`config.mk`:
```
export PLATFORM = sky130hd
export DESIGN_NAME = edge_event_arbiter
export DESIGN_NICKNAME = d
export VERILOG_FILES = /design/src/rtl/edge_event_arbiter_pkg.sv /design/src/rtl/edge_event_arbiter_edge_det_ch.sv /design/src/rtl/edge_event_arbiter.sv
export SDC_FILE = /design/constraint.sdc
export NUM_CORES = 1
export LEC_CHECK = 0
export ABC_AREA = 1
export ABC_CLOCK_PERIOD_IN_PS = 1700
export CORE_MARGIN = 1.5
export CORE_UTILIZATION = 25
export CTS_CLUSTER_SIZE = 28
export DETAILED_ROUTE_END_ITERATION = 10
export GPL_TIMING_DRIVEN = 0
export MAX_ROUTING_LAYER = met4
export PLACE_DENSITY = 0.54
export SLEW_MARGIN = 10
export SYNTH_ARGS = -nofsm -noshare
export SYNTH_HDL_FRONTEND = slang
export SYNTH_SLANG_ARGS = --single-unit
```
`constraint.sdc`:
```
create_clock -name clk -period 1.7 [get_ports clk]
set_clock_uncertainty 0.05 [all_clocks]
set_input_delay 0.17 -clock clk [delete_from_list [all_inputs] [get_ports clk]]
set_output_delay 0.17 -clock clk [all_outputs]
set_load 0.005 [all_outputs]
```
`src/rtl/edge_event_arbiter_pkg.sv`:
```
// edge_event_arbiter_pkg: shared mode and polarity encodings for the edge event arbiter
package edge_event_arbiter_pkg;
  localparam logic [1:0] MODE_OFF  = 2'b00;
  localparam logic [1:0] MODE_RISE = 2'b01;
  localparam logic [1:0] MODE_FALL = 2'b10;
  localparam logic [1:0] MODE_BOTH = 2'b11;
  localparam logic POL_FALL = 1'b0;
  localparam logic POL_RISE = 1'b1;
endpackage

```
`src/rtl/edge_event_arbiter_edge_det_ch.sv`:
```
// edge_det_ch: per-channel synchroniser, previous-value register and mode-qualified edge pulses
module edge_det_ch
  import edge_event_arbiter_pkg::*;
#(
  parameter int SYNC_STAGES = 2
) (
  input  logic       clk,
  input  logic       rst_n,
  input  logic       sig_i,
  input  logic [1:0] mode_i,
  input  logic       en_i,
  output logic       rise_o,
  output logic       fall_o
);
  logic [SYNC_STAGES-1:0] sync_q;
  logic                   prev_q;
  logic                   s;
  assign s = sync_q[SYNC_STAGES-1];
  // prev keeps tracking during warm-up so a level held through reset never looks like an edge
  always_ff @(posedge clk) begin
    if (!rst_n) begin
      sync_q <= '0;
      prev_q <= 1'b0;
    end else begin
      sync_q <= {sync_q[SYNC_STAGES-2:0], sig_i};
      prev_q <= s;
    end
  end
  always_comb begin
    rise_o = en_i & s & ~prev_q & ((mode_i == MODE_RISE) | (mode_i == MODE_BOTH));
    fall_o = en_i & ~s & prev_q & ((mode_i == MODE_FALL) | (mode_i == MODE_BOTH));
  end
endmodule

```
`src/rtl/edge_event_arbiter.sv`:
```
// edge_event_arbiter: per-channel edge detection serialised onto one valid/ready port by round-robin
module edge_event_arbiter
  import edge_event_arbiter_pkg::*;
#(
  parameter int N_CH        = 4,
  parameter int SYNC_STAGES = 2,
  localparam int CH_W       = $clog2(N_CH)
) (
  input  logic              clk,
  input  logic              rst_n,
  input  logic [N_CH-1:0]   sig_in,
  input  logic [2*N_CH-1:0] mode,
  output logic              evt_valid,
  input  logic              evt_ready,
  output logic [CH_W-1:0]   evt_ch,
  output logic              evt_pol,
  output logic [N_CH-1:0]   ovf,
  input  logic              ovf_clr
);
  localparam int WU_W = $clog2(SYNC_STAGES + 2);
  logic [WU_W-1:0] wu_q, wu_d;
  logic [N_CH-1:0] rise, fall, edg, gnt, acc;
  logic [N_CH-1:0] pend_q, pend_d, pol_q, pol_d, ovf_q, ovf_d;
  logic            valid_q, valid_d, epol_q, epol_d, load, found, grant;
  logic [CH_W-1:0] ch_q, ch_d, last_q, last_d, sel;
  for (genvar c = 0; c < N_CH; c++) begin : g_ch
    edge_det_ch #(.SYNC_STAGES(SYNC_STAGES)) u_det (
      .clk    (clk),
      .rst_n  (rst_n),
      .sig_i  (sig_in[c]),
      .mode_i (mode[2*c +: 2]),
      .en_i   (wu_q == '0),
      .rise_o (rise[c]),
      .fall_o (fall[c])
    );
  end
  always_comb begin
    wu_d  = (wu_q != '0) ? wu_q - 1'b1 : wu_q;
    load  = ~valid_q | evt_ready;
    found = 1'b0;
    sel   = '0;
    for (int i = 1; i <= N_CH; i++) begin
      if (!found && pend_q[(int'(last_q) + i) % N_CH]) begin
        found = 1'b1;
        sel   = CH_W'((int'(last_q) + i) % N_CH);
      end
    end
    grant    = load & found;
    gnt      = '0;
    gnt[sel] = grant;
    edg      = rise | fall;
    // an edge on the channel being granted this cycle refills its slot instead of overflowing
    acc      = edg & (~pend_q | gnt);
    pend_d   = (pend_q & ~gnt) | edg;
    pol_d    = (acc & rise) | (~acc & pol_q);
    ovf_d    = (ovf_q & {N_CH{~ovf_clr}}) | (edg & pend_q & ~gnt);
    valid_d  = load ? found : valid_q;
    ch_d     = grant ? sel : ch_q;
    epol_d   = grant ? pol_q[sel] : epol_q;
    last_d   = grant ? sel : last_q;
  end
  always_ff @(posedge clk) begin
    if (!rst_n) begin
      wu_q    <= WU_W'(SYNC_STAGES + 1);
      pend_q  <= '0;
      pol_q   <= '0;
      ovf_q   <= '0;
      valid_q <= 1'b0;
      ch_q    <= '0;
      epol_q  <= POL_FALL;
      last_q  <= CH_W'(N_CH - 1);
    end else begin
      wu_q    <= wu_d;
      pend_q  <= pend_d;
      pol_q   <= pol_d;
      ovf_q   <= ovf_d;
      valid_q <= valid_d;
      ch_q    <= ch_d;
      epol_q  <= epol_d;
      last_q  <= last_d;
    end
  end
  assign evt_valid = valid_q;
  assign evt_ch    = ch_q;
  assign evt_pol   = epol_q;
  assign ovf       = ovf_q;
endmodule

```
==> results of run 1 <==
==> area by class of cell <==
cell class                      instances  area (µm²)  area share (%)
Multi-Input combinational cell        145       914.6           39.53
Sequential cell                        32       646.9           27.96
Timing Repair Buffer                   31       304.0           13.14
Inverter                               47       192.7           8.329
Clock buffer                            7       96.34           4.164
Tap cell                               77       96.34           4.164
Clock inverter                          1       30.03           1.298
Buffer                                  4       26.28           1.136
Timing Repair inverter                  1       6.256          0.2704
==> worst min-delay path, delay by kind of cell <==
family          cells  cell delay [ns]
compound gates      1             0.11
buf+inv             2             0.25
==> how the worst max path moves through the flow <==
stage / endpoint / slack, ns / cells after the start
after global placement: flop / -0.17 / 12
after floorplan: evt_pol / 0.03 / 16
final: evt_pol / -0.12 / 14
after CTS: evt_pol / -0.12 / 15
after global routing: flop / -0.22 / 14
after detailed placement: flop / -0.19 / 12
==> metal layers <==
metal  vias to the layer above  GRT usage, %
met2                        26         18.70
met5                         -             -
li1                        779             -
met1                       655         12.79
met4                         0         4.918
met3                         8         2.671
==> cells in the final DEF, fill, tap and decap left out, types with 2 or more instances in the layout <==
master,count
a21oi_1,11
a21oi_2,5
buf_4,6
clkbuf_1,3
clkbuf_8,7
clkdlybuf4s50_1,22
dfxtp_1,29
dfxtp_2,2
inv_1,37
inv_2,5
inv_4,2
nand2_1,51
nand2_2,13
nand2_4,13
nand3_1,11
nand3_2,4
nand3_4,2
nand4_1,3
nor2_1,10
nor2_4,3
nor3_1,3
o211ai_1,2
o21ai_0,4
==> power groups by stage <==
stage                     registers, mW  logic, mW  clock network [mW]
after floorplan                   0.896      0.833                   0
after global placement            0.903       1.09                   0
after detailed placement          0.905       1.10                   0
after CTS                         0.902       1.43               0.823
after global routing              0.922       1.78               0.864
final                             0.910       1.63               0.801
==> timing repair <==
action / in CTS / in global routing
pin swaps: 13 / 11
buffers inserted: 5 / 3
gates resized for setup: 26 / 18
endpoints found under the setup margin: 14 / 17
gates cloned: 2 / 0
==> per-stage QoR <==
step	worst slack (ns)	util, %	cell area (µm²)
2_1_floorplan	0.03146	-	1628
3_3_place_gp	-0.1718	30.80	1944
3_5_place_dp	-0.1875	30.80	1944
4_1_cts	-0.1227	35.06	2213
5_1_grt	-0.2225	36.64	2313
6_report	-0.1190	36.64	2313
==> logic make-up after synthesis <==
kind of cell | Yosys count | synth area share, %
buffers and inverters | 52 | 12.91
AO/OA/AOI/OAI | 28 | 10.76
flip-flops | 32 | 39.35
AND/OR/NAND/NOR | 116 | 36.20
adder cells (fa/ha/maj) | 1 | 0.7685
==> impl_metrics.tcl, run 1 <==
set metrics [dict create \
    dpl.hpwl_um 2554 \
    overflow 0 \
    worstHoldPathCells 3 \
    clkPwrFrac_pct 24.0 \
    finalHoldWorstSlack_ns 0.2354 \
    p_int_mw 2.079 \
    worstPathRequired_ns 1.85 \
    dr.pass1.iters 4 \
    clkLatencyLatePin_ns 0.29 \
    port_buffers 22 \
    start_kind "flop" \
    crit_path_cell_trace "buf_8 -> inv_8 -> nand2_2 -> nand3_4 -> nand2_4 -> nor2_8 -> nand3_4 -> nand2_4 -> nand2_8 -> or2_0 -> nand2_1 -> nand3_1 -> nand2_1 -> inv_1" \
    cp_top_family "simple AND/OR/NAND/NOR gates" \
    status "finished, violations left" \
    worstPathArrival_ns 1.96 \
    cts_buffers 5 \
    ys_ff_latch 32 \
    worst_pin_slew_ns 0.4969 \
    clockRootBuffer "clkbuf_8" \
    layout-drive-gt1-share_pct 28.36 \
    cts_sinks 32 \
    ir_drop_mv 0.6082 \
    synth_top_cell_by_area "dfxtp_1" \
    coreArea_um2 6314 \
    pwr-share-comb_pct 48.8 \
    ctsHoldBuffers 0 \
    sw_frac_of_total_pct 37.81 \
    yosysWarnings 0 \
    syn-num-nets 246 \
    vias 1468 \
    synth_area_um2 1628 \
    initial_utilization_pct 25.78 \
    post_drt_wl_per_cell_um 10.19 \
    wl_met3_um 132 \
    power_mw 3.343 \
    die_area_um2 7004 \
    synth_area_per_cell_um2 7.108 \
    finalHoldViolCount 0 \
    clockBufferDepth 2 \
    finalNonFillerCells 345 \
    fin_crit_ns 1.819 \
    pwr-share-seq_pct 27.2 \
    yosysSeqAreaShare_pct 39.35 \
    slowest_stage "dfxtp_2" \
    yosys-top-cells-area "dfxtp_1, nand2_1, inv_1" \
    cp-end-kind "flop" \
    row_count 29 \
    failed_checks "setup timing" \
    critPathMaxStageDelay_ns 0.33 \
    r2r_start "last_q[0]" \
    fin_ws_ns -0.1190 \
    powerDensity_nw_per_um2 1445 \
    synthArstFlopShare_pct 0 \
    path_buf_inv 3 \
    drcViolationCount 0 \
    antenna_found_initial 0 \
    synth_common_cells "nand2_1, inv_1, dfxtp_1" \
    ios 24 \
    cp_max_fo 8 \
    place_inst 328 \
    ant_nets 0 \
    synth_edf_count 0 \
    antenna_cells 0 \
    grt_usage_pct 11.20 \
    synth_top_area_share_pct 39.35 \
    synth_cells 229 \
    fin_setup_tns_ns -0.6703 \
    nNetsFinal 284 \
    fp.dieH_um 83.69 \
    fill_cells 683 \
    r2r_cells 14 \
    highest_layer "met4" \
    area_growth_pct 42.12 \
    met1Wirelength_um 1595 \
    hold_path_end "evt_valid" \
    setup_violations 10 \
    synth_most_common_cell "nand2_1" \
    first_global_vias 1424 \
    htree_levels 2 \
    vias_per_cell 4.255 \
    cts_tree "yes" \
    p_sw_mw 1.264 \
    ys_types 29 \
    leakage_nw 1.075 \
    startpoint "last_q[0]" \
    cts.clk_slew.worst_paths_ns 0.07 \
    worstSetupPathType "flop to flop" \
    report.final.slew_viol_count 0 \
    hp-start "rst_n" \
    min_period_over_period_pct 107.0 \
    wirelength_um 3516 \
    first_iter_violations 32 \
    die_width_um 83.69 \
    grt_pass1_wl_um 6106 \
    r2r-end "evt_pol" \
    slew_headroom_pct 66.87 \
    hold_path_class "input port to flop" \
    grt_max_degree 11 \
    globalplace.congestion 0.7620 \
    synth_ff_type "dfxtp_1" \
    fmax_ghz 0.5497 \
    maxCapViolations 0 \
    rsz0062_at_grt "true" \
    routed-wl-met2_um 1699 \
    r2r_setup_slack_ns -0.12 \
]
No activity file was read; power rests on OpenSTA's default activity.
==> run 2: changes to the inputs <==
--- a/config.mk
+++ b/config.mk
@@ -7,13 +7,15 @@
 export LEC_CHECK = 0
 export ABC_AREA = 1
 export ABC_CLOCK_PERIOD_IN_PS = 1700
+export CELL_PAD_IN_SITES_DETAIL_PLACEMENT = 1
+export CELL_PAD_IN_SITES_GLOBAL_PLACEMENT = 2
 export CORE_MARGIN = 1.5
 export CORE_UTILIZATION = 25
 export CTS_CLUSTER_SIZE = 28
 export DETAILED_ROUTE_END_ITERATION = 10
 export GPL_TIMING_DRIVEN = 0
 export MAX_ROUTING_LAYER = met4
-export PLACE_DENSITY = 0.54
+export PLACE_DENSITY = 0.8
 export SLEW_MARGIN = 10
 export SYNTH_ARGS = -nofsm -noshare
 export SYNTH_HDL_FRONTEND = slang
==> run 2 against run 1 <==
Compared with the run above:
- the run still ends with setup timing left
- via count increased by 1.6%
- utilization decreased by 1.2 points
- sequential share of layout area increased by 0.93 points
- flip-flop and latch count unchanged
- highest routed layer unchanged
- critical endpoint unchanged
- first-iteration DRC count decreased by 19%
- global-route usage increased by 1.3 points
==> impl_metrics.tcl, run 2 (synthesized netlist as in run 1, its figures left out) <==
set metrics [dict create \
    finalHoldViolCount 0 \
    cp_max_fo 8 \
    fin_setup_tns_ns -0.9333 \
    start_kind "flop" \
    cts_tree "yes" \
    powerDensity_nw_per_um2 1373 \
    first_iter_violations 26 \
    worstPathRequired_ns 1.83 \
    area_growth_pct 37.28 \
    r2r_cells 15 \
    mostFrequentLayoutCell "nand2_1" \
    fill_cells 806 \
    globalplace.congestion 0.7714 \
    slew_headroom_pct 65.08 \
    wirelength_um 3941 \
    slowest_stage "dfxtp_2" \
    status "finished, violations left" \
    row_count 29 \
    hold_path_class "input port to flop" \
    ios 24 \
    r2r_setup_slack_ns -0.15 \
    ctsHoldBuffers 0 \
    overflow 0 \
    final_cell_mix "nand2_1, inv_1, dfxtp_1, clkdlybuf4s50_1, nand2_4" \
    rsz0062_at_grt "true" \
    grt_usage_pct 12.46 \
    dr.pass1.iters 4 \
    grt_max_degree 11 \
    die_width_um 83.69 \
    worstSetupPathType "flop to flop" \
    setup_violations 13 \
    vias_per_cell 4.325 \
    fin_util_pct 35.39 \
    critPathMaxStageDelay_ns 0.35 \
    fin_crit_ns 1.847 \
    port_buffers 22 \
    dpl.hpwl_um 3008 \
    antenna_cells 0 \
    min_period_over_period_pct 108.7 \
    drcViolationCount 0 \
    ir_drop_mv 0.5798 \
    finalNonFillerCells 345 \
    area.sequential_um2 645.6 \
    crit_top_cell "nand2_4" \
    coreArea_um2 6314 \
    post_drt_wl_per_cell_um 11.42 \
    post-place-ws_ns -0.2551 \
    r2r_start "last_q[0]" \
    power_mw 3.069 \
    cp-end-kind "flop" \
    hp-start "rst_n" \
    vias 1492 \
    ant_nets 0 \
    fin_ws_ns -0.1472 \
    clockRootBuffer "clkbuf_8" \
    multi_input_area_um2 894.6 \
    cts.clk_slew.worst_paths_ns 0.06 \
    worstPathArrival_ns 1.98 \
    report.final.slew_viol_count 0 \
    antenna_found_initial 0 \
    cts_sinks 32 \
    initial_utilization_pct 25.78 \
    crit_path_cell_trace "buf_8 -> inv_8 -> nand2_4 -> nand2_4 -> nand2_4 -> nand2_4 -> nor2_8 -> nand3_4 -> nand2_4 -> nand2_4 -> or2_0 -> nand2_1 -> nand3_2 -> nand2_1 -> inv_1" \
    fp.dieH_um 83.69 \
    fmax_ghz 0.5414 \
    clockBufferDepth 2 \
    nNetsFinal 284 \
    leakage_nw 1.060 \
    failed_checks "setup timing" \
    htree_levels 2 \
    r2r-end "evt_pol" \
    hold_path_end "g_ch[2].u_det.prev_q" \
    die_area_um2 7004 \
    place_inst 328 \
    first_global_vias 1555 \
    grt_pass1_wl_um 6886 \
    layout-drive-gt1-share_pct 26.12 \
    clkLatencyLatePin_ns 0.28 \
    worstHoldPathCells 3 \
    cts_buffers 5 \
    worst_pin_slew_ns 0.5239 \
    maxCapViolations 0 \
]
## run 2: changes by cell type in the layout (fill, tap and decap cells not counted), sizes merged
cell / previous run / this run
buf: 9 / 10
bufinv: 1 / 0
## run 2: worst max path at each step
stage | depth (start not counted) | to | startpoint | slack, ns
finish | 15 | evt_pol | last_q[0] | -0.15
detailed placement | 14 | flop | last_q[0] | -0.26
CTS | 16 | evt_pol | last_q[0] | -0.14
global route | 15 | evt_pol | last_q[0] | -0.26
floorplan | 16 | evt_pol | last_q[0] | 0.03
global placement | 12 | flop | last_q[1] | -0.22
## run 2: timing repair
item	in CTS	in global routing
gates resized for setup	24	11
setup buffers	6	2
cloned	2	0
endpoints found under the setup margin	14	17
endpoints found under the hold margin	0	0
pin swaps	12	9
## run 2: final cells by class
cell class	instances	share of cell area (%)
clock buffer	8	4.031
buffer	4	1.176
timing repair inverter	1	0.2800
tap	77	4.311
timing repair buffer	31	12.77
multi-input combinational	145	40.03
sequential	32	28.89
inverter	47	8.511
## run 2: power by group
group | switching (mW) | total, mW | internal [mW]
combinational | 0.914 | 1.57 | 0.652
clock | 0.262 | 0.592 | 0.330
sequential | 0.0704 | 0.912 | 0.841
total | 1.25 | 3.07 | 1.82
## run 2: metrics by stage
stage / instance area [µm²] / hold slack (ns)
2_1_floorplan: 1628 / 0.2176
3_3_place_gp: 1944 / 0.3424
3_5_place_dp: 1944 / 0.3565
4_1_cts: 2183 / 0.2460
5_1_grt: 2235 / 0.2580
6_report: 2235 / 0.2363
## run 2: worst max-delay path: cells and delay by family, from the launching register on
family | cells | cell delay (ns)
flops | 1 | 0.35
simple gates | 12 | 1.11
buf+inv | 3 | 0.22
## run 2: metal layers
layer / GRT usage, % / vias up / wire length [µm]
met5: - / - / 0
met4: 3.130 / 0 / 49
met3: 2.671 / 5 / 137
met2: 21.99 / 22 / 2069
met1: 14.38 / 690 / 1684
li1: - / 775 / -
==> run 3: changes to the inputs <==
--- a/config.mk
+++ b/config.mk
@@ -7,6 +7,7 @@
 export LEC_CHECK = 0
 export ABC_AREA = 1
 export ABC_CLOCK_PERIOD_IN_PS = 1700
+export CAP_MARGIN = 20
 export CELL_PAD_IN_SITES_DETAIL_PLACEMENT = 1
 export CELL_PAD_IN_SITES_GLOBAL_PLACEMENT = 2
 export CORE_MARGIN = 1.5
@@ -15,7 +16,7 @@
 export DETAILED_ROUTE_END_ITERATION = 10
 export GPL_TIMING_DRIVEN = 0
 export MAX_ROUTING_LAYER = met4
-export PLACE_DENSITY = 0.8
+export PLACE_DENSITY = 0.75
 export SLEW_MARGIN = 10
 export SYNTH_ARGS = -nofsm -noshare
 export SYNTH_HDL_FRONTEND = slang
==> run 3 against run 2 <==
Compared with the run above:
- the run still ends with setup timing left
- clock power grew 5.6%
- non-clock buffer count shrank 1
- sequential power shrank 0.9%
- die area is the same
- fmax grew 2.4%
- setup slack gained 0.043 ns
- sequential share of layout area is essentially flat
- via count grew 1.0%
- power shrank 2.1%
- wire length shrank 2.5%
- utilization is essentially flat
==> impl_metrics.tcl, run 3 (synthesized netlist as in run 1, its figures left out) <==
set metrics [dict create \
    mostFrequentLayoutCell "nand2_1" \
    finalHoldViolCount 0 \
    dpl.hpwl_um 2954 \
    power_mw 3.005 \
    antenna_cells 0 \
    pwr-share-comb_pct 49.1 \
    initial_utilization_pct 25.78 \
    failed_checks "setup timing" \
    ios 24 \
    dr.pass1.iters 3 \
    cp-end-kind "flop" \
    clockBufferDepth 2 \
    grtUsageMet1_pct 14.54 \
    wirelength_um 3844 \
    report.final.slew_viol_count 0 \
    vias_per_cell 4.394 \
    port_buffers 22 \
    fin_ws_ns -0.1045 \
    worstSetupPathType "flop to flop" \
    start_kind "flop" \
    slew_headroom_pct 66.96 \
    ctsHoldBuffers 0 \
    met3_usage_pct 2.077 \
    min_period_over_period_pct 106.1 \
    antenna_found_initial 0 \
    cts_sinks 32 \
    die_area_um2 7004 \
    cts_tree "yes" \
    status "finished, violations left" \
    worstPathRequired_ns 1.84 \
    fmax_ghz 0.5542 \
    grt-busiest-layer "met2" \
    globalplace.congestion 0.7210 \
    sw_frac_of_total_pct 39.99 \
    drcViolationCount 0 \
    clkLatencyLatePin_ns 0.28 \
    setup_violations 8 \
    p_sw_mw 1.202 \
    die_width_um 83.69 \
    leakage_nw 1.058 \
    final_cell_mix "nand2_1, inv_1, dfxtp_1, clkdlybuf4s50_1, nand2_2" \
    cts_buffers 5 \
    row_count 29 \
    ir_drop_mv 0.4733 \
    fill_cells 805 \
    worstPathArrival_ns 1.94 \
    overflow 0 \
    cts.clk_slew.worst_paths_ns 0.07 \
    ant_nets 0 \
    fin_setup_tns_ns -0.6017 \
    maxCapViolations 0 \
    fp.dieH_um 83.69 \
    area_growth_pct 37.36 \
    fin_crit_ns 1.804 \
    first_iter_violations 35 \
    p_int_mw 1.803 \
    layout-drive-gt1-share_pct 28.57 \
    nNetsFinal 283 \
    clockRootBuffer "clkbuf_8" \
    powerDensity_nw_per_um2 1344 \
    r2r_setup_slack_ns -0.10 \
    worst_pin_slew_ns 0.4956 \
    clkPwrFrac_pct 20.8 \
    hold_path_class "input port to flop" \
    grt_max_degree 11 \
    grt_usage_pct 12.58 \
    coreArea_um2 6314 \
    vias 1507 \
    met2_usage_pct 22.21 \
    rsz0062_at_grt "true" \
    grt_pass1_wl_um 6879 \
    htree_levels 2 \
    first_global_vias 1533 \
    post_drt_wl_per_cell_um 11.21 \
    pwr-share-seq_pct 30.1 \
    cp_max_fo 7 \
]
run 3: metrics by stage:
| step | hold WS (ns) | instances | instance area, µm² | setup slack [ns] | utilization (%) |
|---|---|---|---|---|---|
| after floorplan | 0.2176 | 229 | 1628 | 0.03146 | - |
| after global placement | 0.3422 | 328 | 1944 | -0.2302 | 30.80 |
| after detailed placement | 0.3509 | 328 | 1944 | -0.2266 | 30.80 |
| after CTS | 0.2204 | 343 | 2211 | -0.1463 | 35.02 |
| after global routing | 0.2451 | 343 | 2236 | -0.2624 | 35.41 |
| final | 0.2120 | 343 | 2236 | -0.1045 | 35.41 |
run 3: repair_timing:
item	4_1_cts	5_1_grt
gates resized for setup	30	8
endpoints found under the setup margin	14	17
buffers inserted	7	0
cloned	2	0
pin swaps	15	1
run 3: power by group through the flow:
| stage | Clock, mW | Combinational [mW] | Sequential, mW |
|---|---|---|---|
| after floorplan | 0 | 0.833 | 0.896 |
| after global placement | 0 | 1.12 | 0.903 |
| after detailed placement | 0 | 1.13 | 0.904 |
| after CTS | 0.655 | 1.47 | 0.900 |
| after global routing | 0.688 | 1.63 | 0.916 |
| final | 0.625 | 1.48 | 0.904 |
run 3: final cells by class:
class / instances / area [µm²] / share of cell area (%)
multi-input combinational: 145 / 898.4 / 40.18
sequential: 32 / 646.9 / 28.93
timing repair buffer: 30 / 277.8 / 12.42
inverter: 47 / 187.7 / 8.394
clock buffer: 7 / 96.34 / 4.309
tap: 77 / 96.34 / 4.309
buffer: 4 / 26.28 / 1.175
timing repair inverter: 1 / 6.256 / 0.2798
run 3: critical path: stages (launching register included):
cell and delay [ns]:
dfxtp_2 0.33, buf_8 0.14, inv_8 0.08, nand2_2 0.06
nand3_2 0.07, nand2_2 0.09, nor2_8 0.13, nand3_4 0.11
nand2_4 0.08, nand2_4 0.07, or2_0 0.21, nand2_1 0.08
nand3_2 0.08, nand2_1 0.08, inv_1 0.03
run 3: metal layers:
layer,share of wire (%),wire length [µm]
met5,0,0
met4,1.6,60
met3,2.3,87
met2,54,2068
met1,42,1628
run 3: path summary, 6_finish.rpt:
kind / start / endpoint / depth (start not counted)
worst max-delay path: last_q[0] / evt_pol / 14
worst min-delay path: rst_n / g_ch[1].u_det.prev_q / 3
worst max register to register: last_q[0] / evt_pol / 14
worst min register to register: g_ch[3].u_det.sync_q[0] / g_ch[3].u_det.sync_q[1] / 2
